### src/rtl/ttt_pkg.sv
// Shared types and constants for the tic-tac-toe move sequencing logic.
package ttt_pkg;

  typedef enum logic [2:0] {
    ST_IDLE,
    ST_CHECK,
    ST_WRITE,
    ST_NEXT,
    ST_END
  } state_t;

  localparam int CELLS = 9;
  localparam int POS_W = 4;

  localparam logic PLAYER1 = 1'b0;
  localparam logic PLAYER2 = 1'b1;

  localparam logic [POS_W-1:0] MAX_MOVES = POS_W'(CELLS);

endpackage

### src/rtl/turn_timer.sv
// Idle-cycle counter: counts while enabled, pulses expire on its final count.
// LIMIT of 0 disables expiry entirely.
module turn_timer #(
  parameter int LIMIT = 0,
  parameter int TMR_W = 32
) (
  input  logic clk,
  input  logic rst_n,
  input  logic clr,
  input  logic en,
  output logic expire
);

  localparam logic ACTIVE = (LIMIT > 0);
  localparam logic [TMR_W-1:0] LAST = TMR_W'(LIMIT - 1);

  logic [TMR_W-1:0] cnt_reg;
  logic             en_eff;

  assign en_eff = en & ACTIVE;
  assign expire = en_eff && (cnt_reg == LAST);

  always_ff @(posedge clk or negedge rst_n) begin
    if (!rst_n) begin
      cnt_reg <= '0;
    end else if (clr || expire) begin
      cnt_reg <= '0;
    end else if (en_eff) begin
      cnt_reg <= cnt_reg + 1'b1;
    end
  end

endmodule

### src/rtl/move_controller.sv
// Turn sequencer: validates move requests against grid occupancy and issues
// a one-cycle write to the player decoders; tracks turn, count, draw, timeout.
module move_controller
  import ttt_pkg::*;
#(
  parameter int TIMEOUT_CYCLES = 0,
  parameter int TMR_W          = 32
) (
  input  logic             clk,
  input  logic             rst_n,
  input  logic             new_game,
  input  logic             play_req,
  input  logic [POS_W-1:0] sel_pos,
  input  logic [CELLS-1:0] occupied,
  input  logic             game_over,
  output logic [POS_W-1:0] pos_out,
  output logic             p1_en,
  output logic             p2_en,
  output logic             player_turn,
  output logic [POS_W-1:0] move_count,
  output logic             busy,
  output logic             illegal_move,
  output logic             timeout,
  output logic             draw
);

  state_t           state_reg;
  logic [POS_W-1:0] pos_reg;
  logic [CELLS-1:0] sel_onehot;
  logic             legal;
  logic             timer_en;
  logic             timer_clr;
  logic             expire;

  // Out-of-range positions decode to all zeros and are therefore illegal.
  generate
    for (genvar gi = 0; gi < CELLS; gi++) begin : g_decode
      assign sel_onehot[gi] = (pos_reg == POS_W'(gi));
    end
  endgenerate

  assign legal = (|sel_onehot) && ~(|(sel_onehot & occupied));

  // The timer holds on a request cycle so a request at expiry wins outright.
  assign timer_en  = (state_reg == ST_IDLE) && !game_over && !play_req && !new_game;
  assign timer_clr = new_game || (state_reg == ST_NEXT);

  turn_timer #(
    .LIMIT (TIMEOUT_CYCLES),
    .TMR_W (TMR_W)
  ) u_timer (
    .clk    (clk),
    .rst_n  (rst_n),
    .clr    (timer_clr),
    .en     (timer_en),
    .expire (expire)
  );

  always_ff @(posedge clk or negedge rst_n) begin
    if (!rst_n) begin
      state_reg    <= ST_IDLE;
      pos_reg      <= '0;
      pos_out      <= '0;
      p1_en        <= 1'b0;
      p2_en        <= 1'b0;
      player_turn  <= PLAYER1;
      move_count   <= '0;
      busy         <= 1'b0;
      illegal_move <= 1'b0;
      timeout      <= 1'b0;
      draw         <= 1'b0;
    end else begin
      p1_en        <= 1'b0;
      p2_en        <= 1'b0;
      illegal_move <= 1'b0;
      timeout      <= 1'b0;
      if (new_game) begin
        state_reg   <= ST_IDLE;
        player_turn <= PLAYER1;
        move_count  <= '0;
        draw        <= 1'b0;
        busy        <= 1'b0;
      end else begin
        case (state_reg)
          ST_IDLE: begin
            if (game_over) begin
              state_reg <= ST_END;
              busy      <= 1'b0;
            end else if (play_req) begin
              pos_reg   <= sel_pos;
              state_reg <= ST_CHECK;
              busy      <= 1'b1;
            end else if (expire) begin
              timeout     <= 1'b1;
              player_turn <= ~player_turn;
            end
          end
          ST_CHECK: begin
            if (legal) begin
              state_reg <= ST_WRITE;
              pos_out   <= pos_reg;
              p1_en     <= (player_turn == PLAYER1);
              p2_en     <= (player_turn == PLAYER2);
            end else begin
              state_reg    <= ST_IDLE;
              illegal_move <= 1'b1;
              busy         <= 1'b0;
            end
          end
          ST_WRITE: begin
            move_count  <= move_count + 1'b1;
            player_turn <= ~player_turn;
            state_reg   <= ST_NEXT;
          end
          ST_NEXT: begin
            busy <= 1'b0;
            if (game_over || (move_count == MAX_MOVES)) begin
              state_reg <= ST_END;
              draw      <= (move_count == MAX_MOVES) && !game_over;
            end else begin
              state_reg <= ST_IDLE;
            end
          end
          ST_END: begin
            state_reg <= ST_END;
          end
          default: begin
            state_reg <= ST_IDLE;
            busy      <= 1'b0;
          end
        endcase
      end
    end
  end

endmodule

### config.mk
export PLATFORM = sky130hd
export DESIGN_NAME = move_controller
export DESIGN_NICKNAME = d
export VERILOG_FILES = /design/src/rtl/ttt_pkg.sv /design/src/rtl/turn_timer.sv /design/src/rtl/move_controller.sv
export SDC_FILE = /design/constraint.sdc
export NUM_CORES = 1
export LEC_CHECK = 0
export CORE_MARGIN = 4
export CORE_UTILIZATION = 25
export DETAILED_ROUTE_END_ITERATION = 8
export PLACE_DENSITY_LB_ADDON = 0.2
export SLEW_MARGIN = 0
export SYNTH_ARGS = -nofsm -noshare
export SYNTH_HDL_FRONTEND = slang
export SYNTH_SLANG_ARGS = --single-unit
### constraint.sdc
create_clock -name clk -period 2.1 [get_ports clk]
set_clock_uncertainty 0.05 [all_clocks]
set_input_delay 0.42 -clock clk [delete_from_list [all_inputs] [get_ports clk]]
set_output_delay 0.42 -clock clk [all_outputs]
set_load 0.01 [all_outputs]
== Word level (Yosys, flattened, before mapping) ==
Cells that the tools add are included.

* Add/sub/neg operators: 1
* Equal/unequal tests: 16
* Muxes and demuxes: 27
* Bitwise gates (word level): 5
* Reductions and logical operators: 16

{| class="wikitable"
|+ Operators with widths
! cell !! number
|-
| $mux 1 || 18
|-
| $reduce_or 9->1 || 2
|-
| $eq 4x3->1 const B || 4
|-
| $pmux 3 s5 || 1
|-
| $mux 3 || 4
|-
| $and 9x9->9 || 1
|-
| $eq 4x2->1 const B || 2
|-
| $eq 4x4->1 const B || 2
|-
| $mux 4 || 2
|-
| $eq 3x2->1 const B || 2
|-
| $reduce_and 3->1 || 2
|-
| $reduce_bool 2->1 || 3
|-
| $add 4x1->4 const B || 1
|-
| $eq 4x1->1 const B || 1
|-
| $logic_not 4->1 || 1
|-
| $ne 4x4->1 const B || 1
|-
| $not 1->1 || 4
|-
| $reduce_and 4->1 || 1
|-
| $eq 3x1->1 const B || 1
|-
| $eq 3x3->1 const B || 1
|-
| $logic_not 3->1 || 1
|-
| $ne 3x3->1 const B || 1
|-
| $pmux 1 s3 || 1
|-
| $logic_and 1x1->1 || 2
|-
| 6 further kinds || 6
|}

* Register bits: 21
* Input port bits: 18
* Output and inout bits: 15
* Logic and storage cells: 75

== Depth between registers and ports, before layout ==
Gate-level depths: netlist (run 1).

* Depth in word-level cells: 8
* Depth in mapped cells: 5
* Depth with buffers taken out: 5

== Cells and area by module ==
Synthesis (run 1) repeated with hierarchy kept, for this count alone.

* Cells, all modules: 120
* Area, all modules: 1222.4 um^2

{| class="wikitable"
|+ By module, submodules not included
! module !! times used !! cells each !! area an instance (um^2) !! sequential area each (um^2)
|-
| move_controller || 1 || 118 || 1211.2 || 550.5
|-
| turn_timer || 1 || 2 || 11.3 || 0.0
|}

== Worst setup path after synthesis (run 1) ==
Ideal clock, no wire load.

* Kind: register -> register
* From: reg state_reg[2]
* To: reg pos_reg[0]
* Setup time: 0.125 ns
* Arrival: 1.520 ns
* Required time: 1.925 ns
* Path slack: 0.405 ns
* Stages on the path, launching flop included: 5
* Path buffers: 1
* Period minus slack after synthesis: 1.695 ns
* Cells stage by stage: dfrtp_1 > buf_6 > or3_1 > or3_1 > mux2_2

* Longest elaborated chain between the ends: 2

{| class="wikitable"
|+ RTL lines
! what !! line !! text
|-
| start, declared || move_controller.sv:27 || <nowiki>state_t state_reg;</nowiki>
|-
| start signal, assigned || move_controller.sv:61 || <nowiki>state_reg <= ST_IDLE;</nowiki>
|-
| start signal, assigned || move_controller.sv:78 || <nowiki>state_reg <= ST_IDLE;</nowiki>
|-
| start signal, assigned || move_controller.sv:87 || <nowiki>state_reg <= ST_END;</nowiki>
|-
| $logic_not 3->1 || move_controller.sv:84 || <nowiki>case (state_reg)</nowiki>
|-
| $reduce_and 4->1 (no source line) || n/a ||
|-
| end signal, assigned || move_controller.sv:90 || <nowiki>pos_reg <= sel_pos;</nowiki>
|-
| end, declared || move_controller.sv:28 || <nowiki>logic [POS_W-1:0] pos_reg;</nowiki>
|}

Every way passes these cells.
A chain may end at the register's enable or synchronous reset.

== Final worst setup path (run 1) ==
* From: in new_game
* To: reg pos_reg[0]

* Longest elaborated chain between the ends: 2

{| class="wikitable"
|+ RTL lines
! what !! line !! text
|-
| start, declared || move_controller.sv:11 || <nowiki>input logic new_game,</nowiki>
|-
| $not 1->1 (no source line) || n/a ||
|-
| $reduce_and 4->1 (no source line) || n/a ||
|}

Every way passes these cells.

==> results of run 1 <==
==> routing by layer <==
metal  GRT usage, %  share of wire, %
met4           2.41              0.91
met2           15.5                46
met5              0                 0
met1           12.3                45
met3           3.42               8.0
==> worst max-delay path: stages <==
cell and delay [ns]:
clkdlybuf4s50_1 0.41, or3_1 0.38, or3_1 0.43, mux2_2 0.30
==> final cells by class <==
| cell class | instances | area, um^2 |
|---|---|---|
| inverter | 6 | 22.5 |
| timing repair buffer | 39 | 370 |
| multi-input combinational | 66 | 493 |
| fill | 410 | 2540 |
| tap | 50 | 62.6 |
| clock buffer | 4 | 45.0 |
| sequential | 21 | 526 |
==> Yosys cell counts, types with 2 or more instances <==
cell / number / share of area, %
dfrtp_1: 21 / 49
nor2_1: 8 / 2.8
inv_1: 6 / 2.1
nand2_1: 6 / 2.1
mux2_2: 5 / 5.3
a21oi_1: 4 / 1.9
and2_1: 4 / 2.3
clkbuf_1: 3 / 1.1
mux2i_1: 3 / 2.8
o21ai_0: 3 / 1.4
o21ai_1: 3 / 1.4
a31oi_1: 2 / 1.2
ha_1: 2 / 2.3
mux4_2: 2 / 4.2
nand4_1: 2 / 1.2
nor2b_1: 2 / 1.2
o41ai_1: 2 / 1.6
or3_1: 2 / 1.2
xnor2_1: 2 / 1.6
xor2_1: 2 / 1.6
==> where the power goes <==
group	internal, mW	total, mW	switching (mW)
clock network	0.135	0.265	0.130
registers	0.449	0.514	0.0647
logic	0.171	0.285	0.114
==> through the flow <==
stage / area [um^2] / setup slack (ns)
after floorplan: 1070 / 0.405
after global placement: 1470 / -0.0115
after detailed placement: 1470 / -0.0350
after CTS: 1520 / 0.245
after global routing: 1520 / 0.164
final: 1520 / 0.249
==> cell families (layout without fill, tap and decap cells) <==
logic type               count (synthesis)  after routing  share of synthesized area, %
AO/OA/AOI/OAI                           19             19                          11.2
XOR/XNOR                                 4              4                          3.27
adder cells (fa/ha/maj)                  2              2                          2.34
buffers and inverters                   11             49                          4.91
flip-flops                              21             21                          49.1
multiplexers                            11             11                          14.4
other                                    1              1                         0.350
AND/OR/NAND/NOR                         29             29                          14.5
==> worst max path at each step <==
stage / start / endpoint / slack [ns] / cells after the start
after floorplan: state_reg[2]$_DFFE_PN0P_ / pos_reg[0]$_DFFE_PN0P_ / 0.41 / 4
after global placement: new_game / pos_reg[0]$_DFFE_PN0P_ / -0.01 / 4
after detailed placement: new_game / pos_reg[2]$_DFFE_PN0P_ / -0.04 / 4
after CTS: new_game / pos_reg[0]$_DFFE_PN0P_ / 0.24 / 4
after global routing: pos_reg[0]$_DFFE_PN0P_ / pos_out[2]$_DFFE_PN0P_ / 0.16 / 4
final: new_game / pos_reg[0]$_DFFE_PN0P_ / 0.25 / 4
==> results.json, run 1 <==
{
  "run_status": "finished clean",
  "cts_setup_buffers": 0,
  "hpwlAfterDp_um": 1890,
  "finalPower_mw": 1.06,
  "drtAntennaViolNets": 0,
  "worst_setup_hold_path_clk_slew_ns": 0.08,
  "clock-sinks": 21,
  "coreArea_um2": 4060,
  "post-route-period-util_pct": 88.1,
  "dp_cells": 182,
  "antenna_found_initial": 0,
  "finalWeightedCongestion": 0.771,
  "synth-edff-count": 0,
  "timing.setup.critical_path_class": "in2reg",
  "drcViolationCount": 0,
  "detail_route.vias_per_cell": 4.54,
  "post_cts_resize_count": 0,
  "netlist_area_um2": 1070,
  "start_util_pct": 26.4,
  "cts_hold_buffers": 0,
  "mostFrequentLayoutCell": "clkdlybuf4s50_1",
  "cts-root-buf": "clkbuf_8",
  "dr.pass1.iters": 4,
  "via_count": 844,
  "die_height_um": 73.5,
  "crit_required_ns": 2.20,
  "yosysWarnings": 0,
  "fp-row-count": 23,
  "timing.final.hold_violations": 0,
  "count_of_max_cap_constraint_violations": 0,
  "static-leakage-power_nw": 0.636,
  "r2r_start": "pos_reg[0]$_DFFE_PN0P_",
  "drt-wirelength-per-cell_um": 13.7,
  "max-vdd-ir-drop_uv": 359,
  "syn-instance-count": 98,
  "fmax_mhz": 540,
  "synth.avg_cell_area_um2": 10.9,
  "io_pins": 33,
  "worstSetupStartpointType": "primary input",
  "utilization_pct": 37.4,
  "grt.overflow.total": 0,
  "arrival_ns": 1.95,
  "num_antenna_cells": 0,
  "final_report_setup_violation_count": 0,
  "clock_tree_from_tritoncts": "built",
  "final_max_slew_viol_count": 0,
  "ys_types": 34,
  "first_global_vias": 840,
  "drt_wl_total_um": 2540,
  "layout.nets": 157,
  "clock_tree.buffer_depth": 2,
  "end_kind": "flop",
  "h-tree-depth": 1,
  "dieArea_um2": 5400,
  "max_fanout_on_critical_path": 4,
  "layout-area-overhead-vs-synth_pct": 41.8,
  "final_period_minus_worst_setup_slack_ns": 1.85,
  "numPortBuffers": 31,
  "worstSkewPairLatency_ns": 0.26,
  "layoutNonFillerInstCount": 186,
  "final_cell_mix": "clkdlybuf4s50_1, dfrtp_1, nor2_1, buf_4",
  "fin_worst_hold_slack_ns": 0.451,
  "num_cts_buffers": 3,
  "synth_ff_type": "dfrtp_1",
  "yosysSeqAreaShare_pct": 49.1,
  "grt_first_pass_wirelength_um": 3980,
  "power-per-cell-area_nw_per_um2": 701,
  "drtIter0Drc": 35,
  "die_w_um": 73.5,
  "gr_util_all_layers_pct": 9.63,
  "rr_worst_depth": 4,
  "ys_async_sr_fraction_pct": 100,
  "fin_setup_tns_ns": 0,
  "post_route_cells_drive_above_1_share_pct": 15.4,
  "r2r_end": "busy$_DFFE_PN0P_",
  "ff_latch_count_synth": 21,
  "regToRegSetupSlack_ns": 0.27,
  "type_of_the_tightest_min_delay_check": "in2async",
  "grt_start_max_net_pins": 22,
  "grt_setup_unrepaired": "false",
  "synth_nets": 118
}
(Power assumes the default switching activity.)
==> run 2: changes to the inputs <==
--- a/config.mk
+++ b/config.mk
@@ -6,7 +6,7 @@
 export NUM_CORES = 1
 export LEC_CHECK = 0
 export CORE_MARGIN = 4
-export CORE_UTILIZATION = 25
+export CORE_UTILIZATION = 45
 export DETAILED_ROUTE_END_ITERATION = 8
 export PLACE_DENSITY_LB_ADDON = 0.2
 export SLEW_MARGIN = 0
==> run 2 against run 1 <==
Compared with the run above:
- die area down 40%
- maximum frequency down 0.55%
- power shrank 6.6%
- sequential power hardly changed
- cell area down 3.5%
- sequential share of layout area increased by 1.3 points
- register-to-register slack lost 0.03 ns
- combinational power shrank 2%
- non-clock buffer count fell by 1
- utilization up 28 points
- global-route usage rose by 6.8 points
- clock power fell by 25%
- critical path type is now reg2reg
- critical endpoint is now busy$_DFFE_PN0P_
- highest routed layer unchanged
==> results.json, run 2 (same netlist as run 1, synthesis figures left out) <==
{
  "cts_setup_buffers": 0,
  "drcViolationCount": 0,
  "first_global_vias": 926,
  "timing.setup.critical_path_class": "reg2reg",
  "num_antenna_cells": 0,
  "drt-wirelength-per-cell_um": 14.4,
  "fmax_mhz": 537,
  "post-route-period-util_pct": 88.6,
  "count_of_max_cap_constraint_violations": 0,
  "numPortBuffers": 31,
  "layout-area-overhead-vs-synth_pct": 36.8,
  "detail_route.vias_per_cell": 5.23,
  "die_height_um": 56.8,
  "clock_tree.buffer_depth": 2,
  "layout.nets": 156,
  "crit_required_ns": 2.27,
  "clkPwrFrac_pct": 20.0,
  "start_util_pct": 48.0,
  "post_cts_resize_count": 0,
  "worst_path_largest_cell_delay_ns": 0.56,
  "type_of_the_tightest_min_delay_check": "in2async",
  "share_comb_of_total_power_pct": 28.1,
  "utilization_pct": 65.6,
  "timing.final.hold_violations": 0,
  "grt.overflow.total": 0,
  "grt_start_max_net_pins": 22,
  "static-leakage-power_nw": 0.623,
  "hpwlAfterDp_um": 1760,
  "post_route_cells_drive_above_1_share_pct": 14.8,
  "mostFrequentLayoutCell": "clkdlybuf4s50_1",
  "dr.pass1.iters": 4,
  "clock-sinks": 21,
  "final_cell_mix": "clkdlybuf4s50_1, dfrtp_1, nor2_1",
  "antenna_found_initial": 0,
  "arrival_ns": 2.03,
  "worst_setup_hold_path_clk_slew_ns": 0.13,
  "switchingPower_uw": 302,
  "finalWeightedCongestion": 0.822,
  "worstSkewPairLatency_ns": 0.30,
  "drtAntennaViolNets": 0,
  "drt_wl_total_um": 2360,
  "final_period_minus_worst_setup_slack_ns": 1.86,
  "gr_util_all_layers_pct": 16.5,
  "grt_setup_unrepaired": "false",
  "dpl_worst_slack_ns": -0.0479,
  "worstSetupStartpointType": "flop",
  "final_report_setup_violation_count": 0,
  "end_kind": "flop",
  "grt_first_pass_wirelength_um": 4230,
  "run_status": "finished clean",
  "via_count": 853,
  "cp_cell_sequence": "mux4_2, mux2i_4, o21bai_1, o32ai_1",
  "fp-row-count": 17,
  "dieArea_um2": 3220,
  "max_fanout_on_critical_path": 6,
  "max-vdd-ir-drop_uv": 423,
  "power.share.switching_pct": 30.4,
  "final_critical_path_setup_slack_ns": 0.239,
  "cts-root-buf": "clkbuf_4",
  "num_cts_buffers": 3,
  "die_w_um": 56.8,
  "seq_power_share_pct": 51.9,
  "h-tree-depth": 1,
  "final_max_slew_viol_count": 0,
  "coreArea_um2": 2230,
  "io_pins": 33,
  "cts_hold_buffers": 0,
  "drtIter0Drc": 35,
  "power-per-cell-area_nw_per_um2": 679,
  "slowest_stage": "mux4_2",
  "clock_tree_from_tritoncts": "built",
  "cellInternalPower_uw": 692
}
==> run 2: stage by stage <==
stage               setup TNS, ns  area, um^2  power [mW]  hold WS (ns)  instances
global route                    0        1470        1.06         0.411        163
floorplan                       0        1070       0.684        0.0744         98
finish                          0        1470       0.994         0.388        163
detailed placement         -0.210        1440       0.804         0.444        159
global placement          -0.0856        1440       0.792         0.440        159
CTS                             0        1470        1.00         0.394        163
==> run 2: layer usage <==
| layer | part of all wire [%] | vias to the layer above | wire length, um | GRT usage [%] |
|---|---|---|---|---|
| met5 | 0 | - | 0 | 0 |
| met4 | 0.59 | 0 | 14 | 5.63 |
| met3 | 4.7 | 2 | 110 | 3.22 |
| met2 | 50 | 22 | 1180 | 26.6 |
| met1 | 45 | 416 | 1050 | 22.0 |
| li1 | - | 413 | - | - |
==> run 2: path summary, 6_finish.rpt <==
check,end,startpoint,slack (ns),cells past startpoint
setup / recovery,busy$_DFFE_PN0P_,pos_reg[0]$_DFFE_PN0P_,0.24,4
hold / removal,busy$_DFFE_PN0P_,rst_n,0.39,2
setup reg to reg,busy$_DFFE_PN0P_,pos_reg[0]$_DFFE_PN0P_,0.24,4
hold reg to reg,p1_en$_DFF_PN0_,player_turn$_DFFE_PN0P_,0.47,1
max in group asynchronous,pos_reg[3]$_DFFE_PN0P_,rst_n,1.39,2
min in group clk,p1_en$_DFF_PN0_,player_turn$_DFFE_PN0P_,0.47,1
==> run 2: worst max-delay path, delay by kind of cell (launching register included) <==
kind,cells,cell delay (ns)
AO/OA/AOI/OAI,2,0.38
flip-flops,1,0.50
multiplexers,2,0.85
==> run 2: cell type report <==
cell class                 instances  area, um^2
clock buffer                       4        26.3
timing repair buffer              38         363
inverter                           6        22.5
tap                               28        35.0
fill                             177         768
sequential                        21         526
multi-input combinational         66         493
==> run 2: power groups by stage <==
stage / clock, mW / sequential [mW] / combinational, mW
after global routing: 0.224 / 0.527 / 0.306
final: 0.199 / 0.516 / 0.280
after floorplan: 0 / 0.506 / 0.178
after detailed placement: 0 / 0.523 / 0.281
after CTS: 0.205 / 0.515 / 0.282
after global placement: 0 / 0.518 / 0.274
==> run 3: changes to the inputs <==
--- a/config.mk
+++ b/config.mk
@@ -5,10 +5,12 @@
 export SDC_FILE = /design/constraint.sdc
 export NUM_CORES = 1
 export LEC_CHECK = 0
+export CAP_MARGIN = 20
 export CORE_MARGIN = 4
 export CORE_UTILIZATION = 45
 export DETAILED_ROUTE_END_ITERATION = 8
 export PLACE_DENSITY_LB_ADDON = 0.2
+export RECOVER_POWER = 25
 export SLEW_MARGIN = 0
 export SYNTH_ARGS = -nofsm -noshare
 export SYNTH_HDL_FRONTEND = slang
==> run 3 against run 2 <==
Compared with the run above:
- sequential cell count unchanged
- hold slack better by 0.085 ns
- largest power group unchanged
- sequential power about the same
- clock power about the same
- utilization down 0.17 points
- sequential share of layout area up 0.092 points
- combinational power about the same
- routed wire length down 0.30%
- die area unchanged
==> results.json, run 3 (same netlist as run 1, synthesis figures left out) <==
{
  "run_status": "finished clean",
  "fmax_mhz": 537,
  "layout-area-overhead-vs-synth_pct": 36.4,
  "grt_setup_unrepaired": "false",
  "routed_metal_1_wire_length_um": 1060,
  "final_period_minus_worst_setup_slack_ns": 1.86,
  "fin_worst_hold_slack_ns": 0.472,
  "num_antenna_cells": 0,
  "relSlewSlack_pct": 24.4,
  "cts_hold_buffers": 0,
  "max-vdd-ir-drop_uv": 422,
  "worst_setup_hold_path_clk_slew_ns": 0.13,
  "drt_wl_total_um": 2350,
  "drt-wirelength-per-cell_um": 14.4,
  "finalPower_uw": 992,
  "nFillCells": 179,
  "drtIter0Drc": 37,
  "arrival_ns": 2.03,
  "detail_route.vias_per_cell": 5.21,
  "finalWeightedCongestion": 0.822,
  "grt_start_max_net_pins": 22,
  "fp-row-count": 17,
  "hpwlAfterDp_um": 1760,
  "die_w_um": 56.8,
  "end_kind": "flop",
  "static-leakage-power_nw": 0.620,
  "io_pins": 33,
  "dp_cells": 159,
  "timing.final.hold_violations": 0,
  "dr.pass1.iters": 4,
  "worst_hold_path.num_cells": 1,
  "final_max_slew_viol_count": 0,
  "layout.nets": 156,
  "h-tree-depth": 1,
  "start_util_pct": 48.0,
  "final_critical_path_setup_slack_ns": 0.239,
  "dpl_worst_slack_ns": -0.0479,
  "clock_tree.buffer_depth": 2,
  "coreArea_um2": 2230,
  "layoutNonFillerInstCount": 163,
  "dieArea_um2": 3220,
  "drcViolationCount": 0,
  "fin_setup_tns_ns": 0,
  "numPortBuffers": 31,
  "routed-wl-met3_um": 103,
  "antenna_found_initial": 0,
  "grt_first_pass_wirelength_um": 4230,
  "first_global_vias": 926,
  "cts-root-buf": "clkbuf_4",
  "worstSkewPairLatency_ns": 0.30,
  "worstSetupStartpointType": "flop",
  "die_height_um": 56.8,
  "post_cts_resize_count": 0,
  "drtAntennaViolNets": 0,
  "crit_required_ns": 2.27,
  "top_layer": "met4",
  "post-route-period-util_pct": 88.6,
  "grt.overflow.total": 0,
  "final_report_setup_violation_count": 0,
  "type_of_the_tightest_min_delay_check": "reg2reg",
  "clock_tree_from_tritoncts": "built",
  "via_count": 849,
  "placed_cell_area_um2": 1440,
  "gr_util_all_layers_pct": 16.5,
  "mostFrequentLayoutCell": "clkdlybuf4s50_1",
  "cts_setup_buffers": 0,
  "post_route_cells_drive_above_1_share_pct": 14.1,
  "worst-slew-pin-transition_ns": 1.13,
  "rr_worst_depth": 4,
  "final_cell_mix": "clkdlybuf4s50_1, dfrtp_1, nor2_1",
  "count_of_max_cap_constraint_violations": 0,
  "power-per-cell-area_nw_per_um2": 679,
  "timing.setup.critical_path_class": "reg2reg",
  "max_fanout_on_critical_path": 6,
  "num_cts_buffers": 3,
  "clock-sinks": 21,
  "met2_wirelength_um": 1170,
  "utilization_pct": 65.4,
  "fin_area_um2": 1460
}
-- run 3: cell types whose count changed in the layout (fill, tap and decap cells not counted) --
cell             before  now
buf_4                 7    6
clkbuf_1              1    2
clkdlybuf4s50_1      31   30
dlygate4sd3_1         0    1
-- run 3: layer usage --
metal	vias up	global-route usage, %
met5	-	0
met4	0	5.63
met2	22	26.6
met3	2	3.22
met1	412	22.0
li1	413	-
-- run 3: cell type report --
| class | instances | area (um^2) | area share, % |
|---|---|---|---|
| multi-input combinational | 66 | 493 | 33.7 |
| sequential | 21 | 526 | 36.0 |
| timing repair buffer | 38 | 359 | 24.6 |
| clock buffer | 4 | 26.3 | 1.80 |
| tap | 28 | 35.0 | 2.40 |
| inverter | 6 | 22.5 | 1.54 |
-- run 3: path summary, 6_finish.rpt --
kind	start	to	slack (ns)
max	pos_reg[0]$_DFFE_PN0P_	busy$_DFFE_PN0P_	0.24
min	player_turn$_DFFE_PN0P_	p1_en$_DFF_PN0_	0.47
max reg2reg	pos_reg[0]$_DFFE_PN0P_	busy$_DFFE_PN0P_	0.24
min reg2reg	player_turn$_DFFE_PN0P_	p1_en$_DFF_PN0_	0.47
max in group asynchronous	rst_n	pos_reg[3]$_DFFE_PN0P_	0.53
min in group asynchronous	rst_n	busy$_DFFE_PN0P_	0.78
-- run 3: critical path, cell delays in order (launching register included) --
cell and delay (ns):
dfrtp_1 0.50, mux4_2 0.56, mux2i_4 0.29, o21bai_1 0.21, o32ai_1 0.17
-- run 3: power by group --
part | switching, mW | internal [mW] | total [mW]
Combinational | 0.110 | 0.168 | 0.279
Clock | 0.124 | 0.0740 | 0.198
Sequential | 0.0664 | 0.449 | 0.515
